$ cat src/rtl/div_pkg.sv
// Shared types and constants for the sequential divider.
package div_pkg;

    localparam int unsigned DIV_WIDTH = 32;
    localparam int unsigned CNT_W     = $clog2(DIV_WIDTH + 1);

    typedef enum logic [1:0] {
        S_IDLE = 2'd0,
        S_CALC = 2'd1,
        S_DONE = 2'd2
    } div_state_e;

endpackage

$ cat src/rtl/div_cond_neg.sv
// Combinational conditional two's-complement negate, modulo 2^WIDTH.
module div_cond_neg #(
    parameter int unsigned WIDTH = 32
) (
    input  logic [WIDTH-1:0] in_i,
    input  logic             neg_i,
    output logic [WIDTH-1:0] out_o
);

    assign out_o = neg_i ? (~in_i + WIDTH'(1)) : in_i;

endmodule

$ cat src/rtl/seq_divider.sv
// Multi-cycle restoring divider for DIV/DIVU, one quotient bit per cycle.
// Optional DIV_ZERO_DETECT_EN: short-circuits a zero divisor and reports it on div_zero_o.
module seq_divider
    import div_pkg::*;
#(
    parameter int unsigned WIDTH = DIV_WIDTH
) (
    input  logic             clk_i,
    input  logic             rst_ni,
    input  logic             start_i,
    input  logic             is_signed_i,
    input  logic [WIDTH-1:0] dividend_i,
    input  logic [WIDTH-1:0] divisor_i,
    output logic             busy_o,
    output logic             done_o,
`ifdef DIV_ZERO_DETECT_EN
    output logic             div_zero_o,
`endif
    output logic [WIDTH-1:0] quotient_o,
    output logic [WIDTH-1:0] remainder_o
);

    localparam int unsigned CntW = $clog2(WIDTH + 1);

    div_state_e       state_q, state_d;
    logic [CntW-1:0]  cnt_q, cnt_d;
    logic [WIDTH:0]   rem_q, rem_d;
    logic [WIDTH-1:0] quo_q, quo_d;
    logic [WIDTH-1:0] dvs_q, dvs_d;
    logic             sq_q, sq_d;
    logic             sr_q, sr_d;
    logic [WIDTH-1:0] quotient_q, quotient_d;
    logic [WIDTH-1:0] remainder_q, remainder_d;
    logic             busy_q, busy_d;
    logic             done_q, done_d;
`ifdef DIV_ZERO_DETECT_EN
    logic             div_zero_q, div_zero_d;
`endif

    logic             dvd_neg, dvs_neg;
    logic [WIDTH-1:0] mag_dvd, mag_dvs;
    logic [WIDTH-1:0] fix_quo, fix_rem;
    logic [WIDTH:0]   shifted, trial;

    assign dvd_neg = is_signed_i & dividend_i[WIDTH-1];
    assign dvs_neg = is_signed_i & divisor_i[WIDTH-1];

    div_cond_neg #(.WIDTH(WIDTH)) u_mag_dvd (.in_i(dividend_i), .neg_i(dvd_neg), .out_o(mag_dvd));
    div_cond_neg #(.WIDTH(WIDTH)) u_mag_dvs (.in_i(divisor_i),  .neg_i(dvs_neg), .out_o(mag_dvs));
    div_cond_neg #(.WIDTH(WIDTH)) u_fix_quo (.in_i(quo_q), .neg_i(sq_q), .out_o(fix_quo));
    div_cond_neg #(.WIDTH(WIDTH)) u_fix_rem (.in_i(rem_q[WIDTH-1:0]), .neg_i(sr_q), .out_o(fix_rem));

    // quo_q doubles as the dividend shift register: its MSB feeds the remainder each step.
    assign shifted = {rem_q[WIDTH-1:0], quo_q[WIDTH-1]};
    assign trial   = shifted - {1'b0, dvs_q};

    always_comb begin
        state_d     = state_q;
        cnt_d       = cnt_q;
        rem_d       = rem_q;
        quo_d       = quo_q;
        dvs_d       = dvs_q;
        sq_d        = sq_q;
        sr_d        = sr_q;
        quotient_d  = quotient_q;
        remainder_d = remainder_q;
        busy_d      = busy_q;
        done_d      = 1'b0;
`ifdef DIV_ZERO_DETECT_EN
        div_zero_d  = div_zero_q;
`endif
        case (state_q)
            S_IDLE: begin
                if (start_i) begin
                    rem_d   = '0;
                    quo_d   = mag_dvd;
                    dvs_d   = mag_dvs;
                    sq_d    = dvd_neg ^ dvs_neg;
                    sr_d    = dvd_neg;
                    cnt_d   = CntW'(WIDTH);
                    busy_d  = 1'b1;
                    state_d = S_CALC;
`ifdef DIV_ZERO_DETECT_EN
                    div_zero_d = (divisor_i == '0);
                    // Sign-fixing |dividend| by sign(dividend) restores the raw dividend.
                    if (divisor_i == '0) begin
                        rem_d   = {1'b0, mag_dvd};
                        quo_d   = '1;
                        sq_d    = 1'b0;
                        state_d = S_DONE;
                    end
`endif
                end
            end
            S_CALC: begin
                quo_d = {quo_q[WIDTH-2:0], ~trial[WIDTH]};
                rem_d = trial[WIDTH] ? shifted : trial;
                cnt_d = cnt_q - CntW'(1);
                if (cnt_q == CntW'(1)) begin
                    state_d = S_DONE;
                end
            end
            S_DONE: begin
                quotient_d  = fix_quo;
                remainder_d = fix_rem;
                done_d      = 1'b1;
                busy_d      = 1'b0;
                state_d     = S_IDLE;
            end
            default: state_d = S_IDLE;
        endcase
    end

    always_ff @(posedge clk_i or negedge rst_ni) begin
        if (!rst_ni) begin
            state_q     <= S_IDLE;
            cnt_q       <= '0;
            rem_q       <= '0;
            quo_q       <= '0;
            dvs_q       <= '0;
            sq_q        <= 1'b0;
            sr_q        <= 1'b0;
            quotient_q  <= '0;
            remainder_q <= '0;
            busy_q      <= 1'b0;
            done_q      <= 1'b0;
`ifdef DIV_ZERO_DETECT_EN
            div_zero_q  <= 1'b0;
`endif
        end else begin
            state_q     <= state_d;
            cnt_q       <= cnt_d;
            rem_q       <= rem_d;
            quo_q       <= quo_d;
            dvs_q       <= dvs_d;
            sq_q        <= sq_d;
            sr_q        <= sr_d;
            quotient_q  <= quotient_d;
            remainder_q <= remainder_d;
            busy_q      <= busy_d;
            done_q      <= done_d;
`ifdef DIV_ZERO_DETECT_EN
            div_zero_q  <= div_zero_d;
`endif
        end
    end

    assign busy_o      = busy_q;
    assign done_o      = done_q;
    assign quotient_o  = quotient_q;
    assign remainder_o = remainder_q;
`ifdef DIV_ZERO_DETECT_EN
    assign div_zero_o  = div_zero_q;
`endif

endmodule

$ cat config.mk
export PLATFORM = sky130hd
export DESIGN_NAME = seq_divider
export DESIGN_NICKNAME = d
export VERILOG_FILES = /design/src/rtl/div_pkg.sv /design/src/rtl/div_cond_neg.sv /design/src/rtl/seq_divider.sv
export SDC_FILE = /design/constraint.sdc
export NUM_CORES = 1
export LEC_CHECK = 0
export BUFFER_PORTS_ARGS = -buffer_cell sky130_fd_sc_hd__buf_4
export CAP_MARGIN = 0
export CORE_UTILIZATION = 35
export DETAILED_ROUTE_END_ITERATION = 12
export PLACE_DENSITY = 0.49
export SLEW_MARGIN = 0
export SYNTH_ARGS = -nofsm -noshare
export SYNTH_HDL_FRONTEND = slang
export SYNTH_HIERARCHICAL = 1
export SYNTH_SLANG_ARGS = --single-unit
$ cat constraint.sdc
create_clock -name clk_i -period 9.08 [get_ports clk_i]
set_input_delay 0 -clock clk_i [delete_from_list [all_inputs] [get_ports clk_i]]
set_output_delay 0 -clock clk_i [all_outputs]
set_load 0.005 [all_outputs]
==> impl_metrics.ini <==
[place]
numPortBuffers = 133
routabilityCongestion = 0.877
post-dp-hpwl_um = 23600

[clocking]
cts_buffer_depth = 2
clock_latency_ns = 0.44
cts_tree = yes
clkTransAtPathRegs_ns = 0.07
cts-root-buf = clkbuf_16
postCtsSetupBuffers = 0
h-tree-depth = 4
cts_made_buffers = 17
clock_sinks = 172
cts-resized-gates = 0

[critical_path]
cp_max_fo = 51
crit_top_cell = inv_1
slowest_delay_ns = 0.47
arrival_ns = 4.10
required_ns = 9.43
crit_path_start_kind = flip-flop
worst_path_max_delay_cell = buf_4
critPathCaptureType = flip-flop
crit_chain = inv_1 > ha_1 > inv_1 > fa_1 > a211oi_1 > o21ai_1 > o31ai_1 > o21a_1 > a31o_4 > o21ai_4 > xnor2_4 > buf_4 > nand3_1 > o311ai_2
worstSetupPathType = reg2reg

[global_routing]
antenna_found_initial = 0
grt_max_degree = 68
grt_pass1_vias = 9654
gr-usage-all-layers_pct = 19.2
grt_overflow_total = 0
grt_pass1_wl_um = 54000

[timing]
fin_skew_ns = 0.00678
layout_min_cycle_time_ns = 3.75
setup_violations = 0
tns_ns = 0
hold_viol = 0
max_slew_margin_pct = 25.7
post-route-period-util_pct = 41.3
hold-worst-slack_ns = 0.0264
maxSlewViolCount = 0
rsz0062_at_grt = false
fmax_mhz = 266
worstMarginPinSlew_ns = 1.11

[detailed_routing]
first_pass_iters = 5
postRouteWirelength_um = 32700
detailroute.via_count = 10000
ant_nets = 0
wl_per_cell_um = 17.4
avgViaCountPerCell = 5.32
drt_iter0_drc = 650
drc = 0

[synth]
synth.ff_latch_count = 172
async_flop_share_pct = 100
syn_nets = 1369
yosysTopAreaCellShare_pct = 36.0
synth_most_common_cell = dfrtp_1
ys_types = 66
synth_ff_type = dfrtp_1
ys_warn_count = 6
ys_top_cells_by_area = dfrtp_1 (36%), xnor2_1 (10%), mux2_2 (6.1%), o21ai_0 (5.0%), ha_1 (4.0%)
synth_cells = 1262
synth.avg_cell_area_um2 = 9.49
yosys.area.top_type = dfrtp_1
synth-seq-area-share_pct = 36.0
synthesis.area_mm2 = 0.0120
synth_edf_count = 0
synth_common_cells = dfrtp_1 (172), xnor2_1 (137), nand2_1 (124)

[die]
core_mm2 = 0.0336
die_x_um = 187
start_util_pct = 35.6
ios = 134
rows = 67
dieArea_mm2 = 0.0349
die_y_um = 187

[power_and_ir_drop]
power_leakage_nw = 5.97
ir_drop_mv = 0.247
power_density_mw_per_mm2 = 358
power.total_mw = 5.22

[run]
maxCapViolations = 0

[finish]
syn_to_final_growth_pct = 21.8
finalNetCount = 1530
diodes = 0
drive_gt1_share_pct = 20.8

[run_status]
status = complete, no violations

[worst_hold_path]
hold_path.class = in2reg
==> report_power, final <==
part / internal (mW) / switching, mW
combinational: 1.34 / 1.58
clock: 0.382 / 0.339
sequential: 1.09 / 0.478
==> state kept, by name, indices dropped and copies added, names as in the netlist <==
name / cells
remainder_o: 32
state_q: 2
rem_q: 32
cnt_q: 6
dvs_q: 32
busy_o: 1
done_o: 1
quotient_o: 32
sq_q: 1
quo_q: 32
sr_q: 1
==> worst max-delay path: cells and delay by family (launching register included) <==
kind	cells	cell delay (ns)
xor gates and xnor gates	1	0.16
DFF	1	0.43
and+or+nand+nor	1	0.16
adders and majority gates	2	0.58
AOI/OAI and AO/OA	7	1.72
buffers and inverters	3	0.61
==> area by class of cell <==
type / count / area [um^2]
clock inverter: 15 / 139
multi-input combinational: 976 / 7260
clock buffer: 17 / 425
tap: 448 / 561
sequential: 172 / 4300
inverter: 49 / 184
timing repair buffer: 207 / 1720
fill: 3281 / 19000
==> routing by layer <==
layer	routed length [um]	share of wire, %	GRT usage, %
met4	278	0.85	4.29
met3	1170	3.6	2.53
met1	18000	55	30.4
met5	0	0	0
met2	13300	41	27.2
==> logic make-up (layout without fill, tap and decap cells) <==
logic type / count (synthesis) / after routing / share of synthesized area (%)
AO/OA/AOI/OAI: 362 / 362 / 21.2
AND/OR/NAND/NOR: 359 / 359 / 17.6
flip-flops: 172 / 172 / 36.0
XOR/XNOR: 151 / 151 / 11.2
buffers and inverters: 114 / 288 / 3.83
multiplexers: 65 / 65 / 6.11
adder cells (fa/ha/maj): 39 / 39 / 4.14
==> final timing paths <==
| check | startpoint | end | slack (ns) | depth (start not counted) |
|---|---|---|---|---|
| worst max-delay path | quo_q[31]$_DFFE_PN0P_ | rem_q[20]$_DFFE_PN0P_ | 5.33 | 14 |
| worst min-delay path | dividend_i[3] | quo_q[3]$_DFFE_PN0P_ | 0.03 | 4 |
| worst max register to register | quo_q[31]$_DFFE_PN0P_ | rem_q[20]$_DFFE_PN0P_ | 5.33 | 14 |
| worst min register to register | cnt_q[5]$_DFFE_PN0P_ | cnt_q[5]$_DFFE_PN0P_ | 0.48 | 1 |
| max in group asynchronous | rst_ni | dvs_q[13]$_DFFE_PN0P_ | 7.66 | 3 |
| min in group asynchronous | rst_ni | quotient_o[8]$_DFFE_PN0P_ | 0.09 | 2 |
==> layout by cell type (no fill, tap or decap), types with 13 or more instances in the layout <==
| cell type | n |
|---|---|
| nand3_1 | 57 |
| buf_4 | 143 |
| dlygate4sd3_1 | 63 |
| nand2b_1 | 21 |
| clkbuf_16 | 17 |
| nor3_1 | 16 |
| a21o_1 | 13 |
| nor2b_1 | 38 |
| o31ai_1 | 39 |
| o41ai_2 | 16 |
| nand2_1 | 124 |
| nor2_1 | 16 |
| o21ai_0 | 119 |
| o41ai_1 | 21 |
| nor4_4 | 16 |
| mux2_2 | 65 |
| inv_1 | 49 |
| a22oi_1 | 30 |
| a21oi_1 | 57 |
| xnor2_1 | 137 |
| ha_1 | 38 |
| dfrtp_1 | 172 |
==> per-stage QoR <==
stage               worst slack [ns]  util (%)  cell area, um^2  cells
global placement                5.48      39.8            13400   1789
floorplan                       6.01         -            12000   1262
CTS                             5.33      43.4            14600   1884
detailed placement              5.34      39.8            13400   1789
finish                          5.33      43.4            14600   1884
global route                    5.03      43.4            14600   1884
==> what timing repair did <==
item,CTS,global route
endpoints found under the setup margin,0,0
hold endpoints to repair,118,0
hold buffers,63,0
Power figures use the tool's default switching activity.
